**src/rtl/uart_rx_os.sv**
```systemverilog
// uart_rx_os: oversampling UART receiver with valid/ready output and framing/overrun flags.
// Define UART_RX_PARITY_EN to add an even-parity bit and the parity_err output.
module uart_rx_os #(
   parameter int CLKS_PER_BIT = 16,
   parameter int DATA_BITS = 8
) (
   input  logic                 inp_clk,
   input  logic                 rst,
   input  logic                 rx,
   output logic [DATA_BITS-1:0] rx_data,
   output logic                 rx_valid,
   input  logic                 rx_ready,
   output logic                 busy,
   output logic                 frame_err,
   output logic                 overrun
`ifdef UART_RX_PARITY_EN
   ,output logic                parity_err
`endif
);
   localparam int CW = $clog2(CLKS_PER_BIT);
   localparam int IW = $clog2(DATA_BITS);
   localparam logic [CW-1:0] HALF = CW'(CLKS_PER_BIT / 2 - 1);
   localparam logic [CW-1:0] LAST = CW'(CLKS_PER_BIT - 1);
   localparam logic [IW-1:0] IL = IW'(DATA_BITS - 1);
   typedef enum logic [2:0] {IDLE, START, DATA, PARITY, STOP, WAIT_IDLE} state_t;
   state_t state, state_n;
   logic [1:0] sync;
   logic rx_s;
   logic [CW-1:0] cnt, cnt_n;
   logic [IW-1:0] idx, idx_n;
   logic [DATA_BITS-1:0] sh, sh_n;
   logic done, bad;
`ifdef UART_RX_PARITY_EN
   logic par, par_n;
`endif
   assign rx_s = sync[1];
   assign busy = state != IDLE;
   always_ff @(posedge inp_clk or posedge rst)
      if (rst) state <= IDLE;
      else state <= state_n;
   always_comb begin
      state_n = state;
      cnt_n = cnt + 1'b1;
      idx_n = idx;
      sh_n = sh;
      done = 1'b0;
      bad = 1'b0;
`ifdef UART_RX_PARITY_EN
      par_n = par;
`endif
      case (state)
         IDLE: begin
            cnt_n = '0;
            if (!rx_s) state_n = START;
         end
         START: if (cnt == HALF) begin
            cnt_n = '0;
            idx_n = '0;
            state_n = rx_s ? IDLE : DATA;
         end
         DATA: if (cnt == LAST) begin
            cnt_n = '0;
            sh_n = {rx_s, sh[DATA_BITS-1:1]};
            idx_n = idx + 1'b1;
`ifdef UART_RX_PARITY_EN
            if (idx == IL) state_n = PARITY;
`else
            if (idx == IL) state_n = STOP;
`endif
         end
`ifdef UART_RX_PARITY_EN
         PARITY: if (cnt == LAST) begin
            cnt_n = '0;
            par_n = rx_s;
            state_n = STOP;
         end
`endif
         STOP: if (cnt == LAST) begin
            cnt_n = '0;
            done = rx_s;
            bad = !rx_s;
            state_n = rx_s ? IDLE : WAIT_IDLE;
         end
         WAIT_IDLE: begin
            cnt_n = '0;
            if (rx_s) state_n = IDLE;
         end
         default: state_n = IDLE;
      endcase
   end
   always_ff @(posedge inp_clk or posedge rst)
      if (rst) begin
         sync <= 2'b11;
         cnt <= '0;
         idx <= '0;
         sh <= '0;
         rx_data <= '0;
         rx_valid <= 1'b0;
         frame_err <= 1'b0;
         overrun <= 1'b0;
`ifdef UART_RX_PARITY_EN
         par <= 1'b0;
         parity_err <= 1'b0;
`endif
      end else begin
         sync <= {sync[0], rx};
         cnt <= cnt_n;
         idx <= idx_n;
         sh <= sh_n;
         frame_err <= bad;
         overrun <= done & rx_valid & ~rx_ready;
`ifdef UART_RX_PARITY_EN
         par <= par_n;
         parity_err <= done & (^{sh, par});
`endif
         // a completing word wins over a same-edge handshake
         if (done) begin
            rx_data <= sh;
            rx_valid <= 1'b1;
         end else if (rx_valid & rx_ready) rx_valid <= 1'b0;
      end
endmodule

```
**config.mk**
```make
export PLATFORM = sky130hd
export DESIGN_NAME = uart_rx_os
export DESIGN_NICKNAME = d
export VERILOG_FILES = /design/src/rtl/uart_rx_os.sv
export SDC_FILE = /design/constraint.sdc
export NUM_CORES = 1
export LEC_CHECK = 0
export BUFFER_PORTS_ARGS = -buffer_cell sky130_fd_sc_hd__buf_2
export CAP_MARGIN = 20
export CORE_MARGIN = 2
export CORE_UTILIZATION = 35
export DETAILED_ROUTE_END_ITERATION = 10
export GPL_TIMING_DRIVEN = 0
export HOLD_SLACK_MARGIN = 0.03
export PLACE_DENSITY = 0.54
export SLEW_MARGIN = 20
export SYNTH_ARGS = -nofsm -noshare
export SYNTH_HDL_FRONTEND = slang
export SYNTH_SLANG_ARGS = --single-unit
```
**constraint.sdc**
```tcl
create_clock -name inp_clk -period 1.8 [get_ports inp_clk]
set_input_delay 0 -clock inp_clk [delete_from_list [all_inputs] [get_ports inp_clk]]
set_output_delay 0 -clock inp_clk [all_outputs]
set_load 0.02 [all_outputs]
```
==> impl_metrics.json, run 1 <==
{
  "dp_hpwl_mm": 1.71,
  "viasPerCell": 4.66,
  "register_area_sq_um": 778,
  "ys_top_cells_by_area": "dfrtp_1, mux2_2, buf_6",
  "synthesis.area_sq_um": 1410,
  "first_global_vias": 878,
  "routedLengthMet1_mm": 1.15,
  "layout_commonest_cell": "dfrtp_1",
  "multi_input_area_sq_um": 544,
  "yosysTopAreaCell": "dfrtp_1",
  "antenna_found_initial": 0,
  "crit_type": "flop to flop",
  "power_mw": 1.75,
  "final_nets": 140,
  "maxCapViolations": 0,
  "synth_top_area_share_pct": 51.5,
  "worst_slack_ns": 0.0782,
  "finalSetupViolCount": 0,
  "cp_max_fo": 8,
  "finClkSkew_ns": 0.00285,
  "utilization_pct": 42.6,
  "ys_ff_latch": 31,
  "die_area_sq_um": 4550,
  "placedCellCount": 172,
  "num_rows": 23,
  "wire_per_inst_um": 12.9,
  "synth_edf_count": 0,
  "syn-num-nets": 114,
  "drive_gt1_share_pct": 41.8,
  "cts_tree": "yes",
  "tightest_slew_ns": 0.627,
  "place.port_buffers": 15,
  "drt_iter0_drc": 25,
  "netlist_instances": 107,
  "clk_pin_slew_ns": 0.06,
  "antenna_cells": 0,
  "met2WireLength_mm": 1.13,
  "critPathRequiredTime_ns": 1.96,
  "numCtsBuffers": 5,
  "status": "finished, final reports clean",
  "fmax_ghz": 0.581,
  "arrival_ns": 1.88,
  "htree_levels": 2,
  "die_x_um": 67.4,
  "final_max_slew_viol_count": 0,
  "place_worst_setup_slack_ns": -0.0133,
  "grt_pass1_wl_mm": 3.91,
  "place_area_sq_um": 1550,
  "initial_core_util_pct": 35.7,
  "drc": 0,
  "final_cell_mix": "dfrtp_1, mux2_2, buf_2",
  "met3RoutedLength_um": 73,
  "coreArea_sq_um": 3940,
  "relSlewSlack_pct": 58.1,
  "async_flop_share_pct": 100,
  "die_y_um": 67.4,
  "cts_num_sinks": 31,
  "ys_seq_area_share_pct": 55.2,
  "hold_violations": 0,
  "drtPass1Iterations": 4,
  "synth_warnings": 0,
  "grt_use_total_pct": 12.0,
  "clockRootBuffer": "clkbuf_8",
  "via_count": 857,
  "min_path_type": "primary input to asynchronous set/reset pin",
  "powerDensity_nw_per_um2": 1040,
  "cts.path.max_buffers": 2,
  "wl_mm": 2.38,
  "gp_congestion": 0.727,
  "grt-ovfl-total": 0,
  "synth.avg_cell_area_sq_um": 13.2,
  "final_cell_area_sq_um": 1680,
  "final_cells": 184,
  "syn_to_final_growth_pct": 19.1,
  "period_needed_ns": 1.72,
  "ioPinCount": 16,
  "fin_setup_tns_ns": 0,
  "clk_latency_ns": 0.27,
  "cp-start-kind": "flop",
  "ant_nets": 0,
  "finalCritPeriodShare_pct": 95.7,
  "grt_max_degree": 32,
  "hold_ws_ns": 0.355,
  "ys_types": 36,
  "highest_layer": "met4",
  "synth_ff_type": "dfrtp_1",
  "rsz0062_at_grt": "false",
  "leakagePower_nw": 0.807,
  "irDropWorstVdd_uv": 625,
  "setup.worst_path.end_class": "flop",
  "fill_cells": 382
}
==> synthesized netlist by cell type (2+ instances only) <==
| master | count |
|---|---|
| ha_1 | 3 |
| nand3b_1 | 3 |
| xnor2_1 | 2 |
| clkbuf_2 | 2 |
| o21ai_0 | 2 |
| inv_1 | 6 |
| a21oi_1 | 5 |
| mux2i_1 | 3 |
| nand3_1 | 3 |
| buf_6 | 5 |
| dfrtp_1 | 29 |
| dfstp_2 | 2 |
| nand2_1 | 4 |
| mux2_2 | 16 |
==> critical path, cell delays in order (launching register included) <==
cell and delay (ns):
dfrtp_1 0.37, ha_1 0.16, buf_4 0.14, and4b_2 0.26, and3_4 0.19, buf_6 0.14
mux2_2 0.34
==> registers in the layout, summed over array words and instances (netlist names) <==
| signal | cells |
|---|---|
| frame_err | 1 |
| rx_valid | 1 |
| sync | 2 |
| state | 3 |
| idx | 3 |
| rx_data | 8 |
| sh | 8 |
| overrun | 1 |
| cnt | 4 |
==> logic make-up (layout without fill, tap and decap cells) <==
group           after synthesis  count (layout)  synth area share [%]
buf+inv                      14              41                  6.57
mux                          19              19                  14.9
fa+ha+maj                     3               3                  2.66
xor+xnor                      3               3                  1.87
flops                        31              31                  55.2
simple gates                 22              22                  11.0
compound gates               15              15                  7.73
==> timing repair <==
action,in CTS,in global routing
setup endpoints to repair,7,15
hold buffers,3,0
buffers inserted,1,0
pin swaps,1,1
gates resized for setup,0,5
hold endpoints to repair,32,0
==> power by group <==
group / total, mW / switching, mW / internal, mW
combinational: 0.445 / 0.236 / 0.210
clock: 0.508 / 0.237 / 0.271
sequential: 0.792 / 0.0336 / 0.758
total: 1.75 / 0.506 / 1.24
==> layer usage <==
| layer | vias up | GRT usage, % |
|---|---|---|
| li1 | 426 | - |
| met1 | 415 | 15.4 |
| met5 | - | 0 |
| met2 | 11 | 17.9 |
| met3 | 5 | 4.50 |
| met4 | 0 | 5.36 |
==> layout make-up <==
type                    instances  share of cell area (%)
flip-flops and latches         31                    46.4
multi-input cells              62                    32.4
repair buffers                 19                    6.94
clock buffers                   7                    4.55
plain buffers                   7                    4.10
well taps                      50                    3.73
inverters                       7                    1.57
clock inverters                 1                   0.298
==> worst paths after layout <==
path	from	to	slack [ns]	cells after the start
setup / recovery	cnt[0]$_DFF_PP0_	rx_data[3]$_DFFE_PP0P_	0.08	6
hold / removal	rst	sh[7]$_DFFE_PP0P_	0.35	3
setup reg to reg	cnt[0]$_DFF_PP0_	rx_data[3]$_DFFE_PP0P_	0.08	6
hold reg to reg	sync[0]$_DFF_PP1_	sync[1]$_DFF_PP1_	0.36	0
max in group asynchronous	rst	idx[1]$_DFFE_PP0P_	1.04	3
min in group inp_clk	sync[0]$_DFF_PP1_	sync[1]$_DFF_PP1_	0.36	0
(Power assumes the default switching activity.)
==> run 2: changes to the inputs <==
- ABC_CLOCK_PERIOD_IN_PS: default -> 1800
- CELL_PAD_IN_SITES_DETAIL_PLACEMENT: default -> 1
- CELL_PAD_IN_SITES_GLOBAL_PLACEMENT: default -> 2
- PLACE_DENSITY: 0.54 -> 0.72
- RECOVER_POWER: default -> 25
==> run 2 against run 1 <==
Effect of this change:
- first-iteration DRC count fell by 44%
- cell area increased by 2.2%
- combinational power up 5.2%
- clock skew up 0.0047 ns
- critical path depth is the same
- flip-flop and latch count did not move
- via count rose by 3.6%
- utilization rose by 0.95 points
- sequential share of layout area shrank 1.0 points
- fmax down 1.2%
- die area unchanged
- clock power is 39% higher
==> impl_metrics.json, run 2 (synthesis results as in run 1) <==
{
  "fill_cells": 401,
  "fmax_ghz": 0.574,
  "hold_violations": 0,
  "status": "finished, final reports clean",
  "drive_gt1_share_pct": 34.8,
  "maxCapViolations": 0,
  "crit_top_cell": "buf_6",
  "hold_depth": 0,
  "clockRootBuffer": "clkbuf_8",
  "die_x_um": 67.4,
  "layout_commonest_cell": "dfrtp_1",
  "numCtsBuffers": 5,
  "coreArea_sq_um": 3940,
  "placedCellCount": 172,
  "drtPass1Iterations": 2,
  "path_cells": "ha_1, buf_6, and4b_1, and3_4, buf_6, mux2_2",
  "die_y_um": 67.4,
  "slowest_delay_ns": 0.39,
  "clk_latency_ns": 0.28,
  "htree_levels": 2,
  "final_cell_mix": "dfrtp_1, mux2_2, clkbuf_1",
  "met3RoutedLength_um": 99,
  "min_path_type": "flop to flop",
  "critPathRequiredTime_ns": 1.97,
  "rrSetupSlack_ns": 0.06,
  "relSlewSlack_pct": 24.0,
  "drt_iter0_drc": 14,
  "final_cells": 185,
  "irDropWorstVdd_uv": 587,
  "timing.rr.start": "cnt[0]$_DFF_PP0_",
  "crit_path_top_delay_cell": "dfrtp_1",
  "ff2ff_path_depth": 6,
  "num_rows": 23,
  "antenna_cells": 0,
  "place.port_buffers": 15,
  "final_nets": 141,
  "hold_ws_ns": 0.357,
  "grt-ovfl-total": 0,
  "first_global_vias": 1016,
  "initial_core_util_pct": 35.7,
  "syn_to_final_growth_pct": 21.8,
  "finalCritPeriodShare_pct": 96.8,
  "finClkSkew_ns": 0.00760,
  "finalSetupViolCount": 0,
  "cts_num_sinks": 31,
  "arrival_ns": 1.91,
  "final_max_slew_viol_count": 0,
  "gp_congestion": 0.672,
  "grt_max_degree": 32,
  "wl_mm": 2.76,
  "period_needed_ns": 1.74,
  "drc": 0,
  "dp_hpwl_mm": 1.87,
  "cp_max_fo": 8,
  "leakagePower_nw": 0.785,
  "wire_per_inst_um": 14.9,
  "cp-start-kind": "flop",
  "crit_type": "flop to flop",
  "antenna_found_initial": 0,
  "hp-start": "sync[0]$_DFF_PP1_",
  "routedLengthMet1_mm": 1.26,
  "hold_end": "sync[1]$_DFF_PP1_",
  "cts.path.max_buffers": 2,
  "ant_nets": 0,
  "setup.worst_path.end_class": "flop",
  "r2r-end": "rx_data[4]$_DFFE_PP0P_",
  "die_area_sq_um": 4550,
  "clk_pin_slew_ns": 0.07,
  "reg_top3": "rx_data x8, sh x8, cnt x4",
  "grt_pass1_wl_mm": 4.66,
  "via_count": 888,
  "tightest_slew_ns": 1.14,
  "viasPerCell": 4.80,
  "grt_use_total_pct": 14.2,
  "met2WireLength_mm": 1.38,
  "ioPinCount": 16,
  "highest_layer": "met4",
  "cts_tree": "yes",
  "powerDensity_nw_per_um2": 1150
}
-- run 2: worst max-delay path by stage --
stage	startpoint	to	slack, ns
after floorplan	cnt[0]$_DFF_PP0_	rx_data[0]$_DFFE_PP0P_	0.20
after global placement	cnt[0]$_DFF_PP0_	sh[5]$_DFFE_PP0P_	0.005
after detailed placement	cnt[0]$_DFF_PP0_	sh[4]$_DFFE_PP0P_	-0.08
after CTS	cnt[0]$_DFF_PP0_	rx_data[2]$_DFFE_PP0P_	0.005
after global routing	cnt[0]$_DFF_PP0_	rx_data[4]$_DFFE_PP0P_	-0.01
final	cnt[0]$_DFF_PP0_	rx_data[4]$_DFFE_PP0P_	0.06
-- run 2: critical path: cells and delay by family, from the launching register on --
family | cells | cell delay [ns]
buffers and inverters | 2 | 0.26
flip-flops | 1 | 0.39
adder cells (fa/ha/maj) | 1 | 0.18
AND/OR/NAND/NOR | 2 | 0.46
multiplexers | 1 | 0.34
-- run 2: final cells by class --
cell class	count	area, sq um	share of cell area [%]
clock buffer	6	82.6	4.81
buffer	7	72.6	4.23
tap	50	62.6	3.65
multi-input combinational	62	548	31.9
inverter	7	26.3	1.53
clock inverter	2	35.0	2.04
sequential	31	778	45.4
timing repair buffer	20	110	6.42
-- run 2: layer usage --
layer | GRT usage [%] | up-vias
li1 | - | 430
met1 | 17.1 | 439
met2 | 22.8 | 15
met3 | 5.17 | 4
met4 | 6.12 | 0
met5 | 0 | -
-- run 2: report_power, final --
| group | switching, mW | leakage [nW] | internal [mW] |
|---|---|---|---|
| Combinational | 0.251 | 0.308 | 0.217 |
| Sequential | 0.0373 | 0.416 | 0.758 |
| Clock | 0.259 | 0.0612 | 0.447 |
| Total | 0.547 | 0.785 | 1.42 |
-- run 2: repair_timing --
action,CTS,global route
setup endpoints to repair,7,15
endpoints found under the hold margin,32,0
hold buffers,3,0
pin swaps,1,1
setup buffers,1,1
resized for setup,0,7
-- run 2: per-stage QoR --
stage,worst slack (ns),TNS (ns),util [%],total power [mW],instance area (sq um)
floorplan,0.204,0,-,1.16,1410
global placement,0.00528,0,39.2,1.23,1550
detailed placement,-0.0842,-0.548,39.2,1.25,1550
CTS,0.00527,0,43.2,1.98,1700
global route,-0.0140,-0.0618,43.5,2.09,1720
finish,0.0578,0,43.5,1.97,1720
==> run 3: changes to the inputs <==
--- a/config.mk
+++ b/config.mk
@@ -11,4 +11,5 @@
 export CELL_PAD_IN_SITES_DETAIL_PLACEMENT = 1
 export CELL_PAD_IN_SITES_GLOBAL_PLACEMENT = 2
+export CORE_ASPECT_RATIO = 0.5
 export CORE_MARGIN = 2
 export CORE_UTILIZATION = 35
==> constraint.sdc (replaced) <==
create_clock -name inp_clk -period 1.8 [get_ports inp_clk]
set_input_delay 0.09 -clock inp_clk [delete_from_list [all_inputs] [get_ports inp_clk]]
set_output_delay 0.09 -clock inp_clk [all_outputs]
set_load 0.02 [all_outputs]
==> run 3 against run 2 <==
Effect of this change:
- first-iteration DRC count is 50% higher
- clock power is 14% higher
- routed wire length is 2.5% lower
- sequential share of layout area is 0.33 points lower
- non-clock buffer count stayed put
==> impl_metrics.json, run 3 (synthesis results as in run 1) <==
{
  "status": "finished, final reports clean",
  "cts_tree": "yes",
  "grt_use_total_pct": 14.0,
  "via_count": 898,
  "critPathRequiredTime_ns": 1.96,
  "reg_top3": "rx_data x8, sh x8, cnt x4",
  "wl_mm": 2.69,
  "switching_share_pct": 26.0,
  "cts_num_sinks": 31,
  "hold_violations": 0,
  "die_area_sq_um": 4580,
  "syn_to_final_growth_pct": 22.6,
  "pwr-share-clk_pct": 38.9,
  "dp_hpwl_mm": 1.80,
  "ioPinCount": 16,
  "antenna_cells": 0,
  "place.port_buffers": 15,
  "final_cell_mix": "dfrtp_1, mux2_2, clkbuf_1",
  "utilization_pct": 44.5,
  "grt-ovfl-total": 0,
  "finalSetupViolCount": 0,
  "relSlewSlack_pct": 21.2,
  "rsz0062_at_grt": "false",
  "viasPerCell": 4.75,
  "numCtsBuffers": 5,
  "layout_commonest_cell": "dfrtp_1",
  "clockRootBuffer": "clkbuf_8",
  "grt_max_degree": 32,
  "ant_nets": 0,
  "die_y_um": 48.9,
  "first_global_vias": 1004,
  "wire_per_inst_um": 14.2,
  "setup.worst_path.end_class": "flop",
  "drt_iter0_drc": 21,
  "die_x_um": 93.7,
  "grt_pass1_wl_mm": 4.84,
  "antenna_found_initial": 0,
  "arrival_ns": 1.88,
  "crit_type": "flop to flop",
  "powerDensity_nw_per_um2": 1200,
  "cp-start-kind": "flop",
  "htree_levels": 2,
  "initial_core_util_pct": 36.3,
  "fin_setup_tns_ns": 0,
  "num_rows": 16,
  "slowest_delay_ns": 0.37,
  "finalCritPeriodShare_pct": 95.3,
  "combinationalPowerShare_pct": 22.9,
  "clk_latency_ns": 0.28,
  "clk_pin_slew_ns": 0.07,
  "maxCapViolations": 0,
  "drtPass1Iterations": 2,
  "drive_gt1_share_pct": 34.1,
  "final_max_slew_viol_count": 0,
  "place_worst_setup_slack_ns": -0.0409,
  "cp_max_fo": 8,
  "period_needed_ns": 1.71,
  "coreArea_sq_um": 3880,
  "fmax_ghz": 0.583,
  "power.internal_mw": 1.53,
  "irDropWorstVdd_uv": 435,
  "crit_path_top_delay_cell": "dfrtp_1",
  "p_sw_uw": 540,
  "leakagePower_nw": 0.789,
  "tightest_slew_ns": 1.18,
  "drc": 0,
  "finClkSkew_ns": 0.00482,
  "gp_congestion": 0.695,
  "hold_ws_ns": 0.365,
  "worst_slack_ns": 0.0851,
  "seqPwrFrac_pct": 38.2,
  "fill_cells": 433,
  "cts.path.max_buffers": 2,
  "min_path_type": "flop to flop",
  "final_nets": 141,
  "path_cells": "ha_1, buf_4, and4b_2, and3_1, buf_6, mux2_2"
}
run 3: path summary, 6_finish.rpt:
path	start	end	slack, ns	depth (start not counted)
worst min-delay path	sync[0]$_DFF_PP1_	sync[1]$_DFF_PP1_	0.36	0
max in group asynchronous	rst	cnt[2]$_DFF_PP0_	0.41	3
worst min register to register	sync[0]$_DFF_PP1_	sync[1]$_DFF_PP1_	0.36	0
worst max-delay path	cnt[0]$_DFF_PP0_	rx_data[4]$_DFFE_PP0P_	0.09	6
worst max register to register	cnt[0]$_DFF_PP0_	rx_data[4]$_DFFE_PP0P_	0.09	6
min in group asynchronous	rst	idx[1]$_DFFE_PP0P_	0.68	3
run 3: layout make-up:
class / count / area (sq um) / share of cell area (%)
sequential: 31 / 778 / 45.0
multi-input combinational: 62 / 544 / 31.5
timing repair buffer: 20 / 110 / 6.37
clock buffer: 6 / 72.6 / 4.20
buffer: 7 / 68.8 / 3.98
tap: 54 / 67.6 / 3.91
clock inverter: 2 / 60.1 / 3.48
inverter: 7 / 26.3 / 1.52
run 3: what timing repair did:
item	CTS	global route
endpoints found under the setup margin	7	15
buffers inserted	1	1
hold buffers	3	0
endpoints found under the hold margin	32	0
pin swaps	1	1
resized for setup	0	6
run 3: layer usage:
| metal | vias up | part of all wire (%) | global-route usage, % |
|---|---|---|---|
| met2 | 8 | 46 | 22.1 |
| li1 | 429 | - | - |
| met5 | - | 0 | 0 |
| met1 | 459 | 51 | 17.9 |
| met3 | 2 | 3.0 | 6.03 |
| met4 | 0 | 0.71 | 3.62 |
run 3: power groups by stage:
stage | clock network, mW | logic [mW] | registers [mW]
after detailed placement | 0 | 0.447 | 0.806
after CTS | 0.830 | 0.455 | 0.794
final | 0.806 | 0.476 | 0.792
after global placement | 0 | 0.439 | 0.805
after floorplan | 0 | 0.364 | 0.797
after global routing | 0.868 | 0.528 | 0.802
run 3: worst max-delay path: cells and delay by family, from the launching register on:
kind,cells,cell delay (ns)
fa+ha+maj,1,0.16
mux,1,0.34
simple gates,2,0.45
flops,1,0.37
buf+inv,2,0.29
run 3: metrics by stage:
step                      power, mW  std cells  cell area (sq um)
after floorplan                1.16        107               1410
after global placement         1.24        176               1550
after detailed placement       1.25        176               1550
after CTS                      2.08        188               1720
after global routing           2.20        189               1730
final                          2.07        189               1730
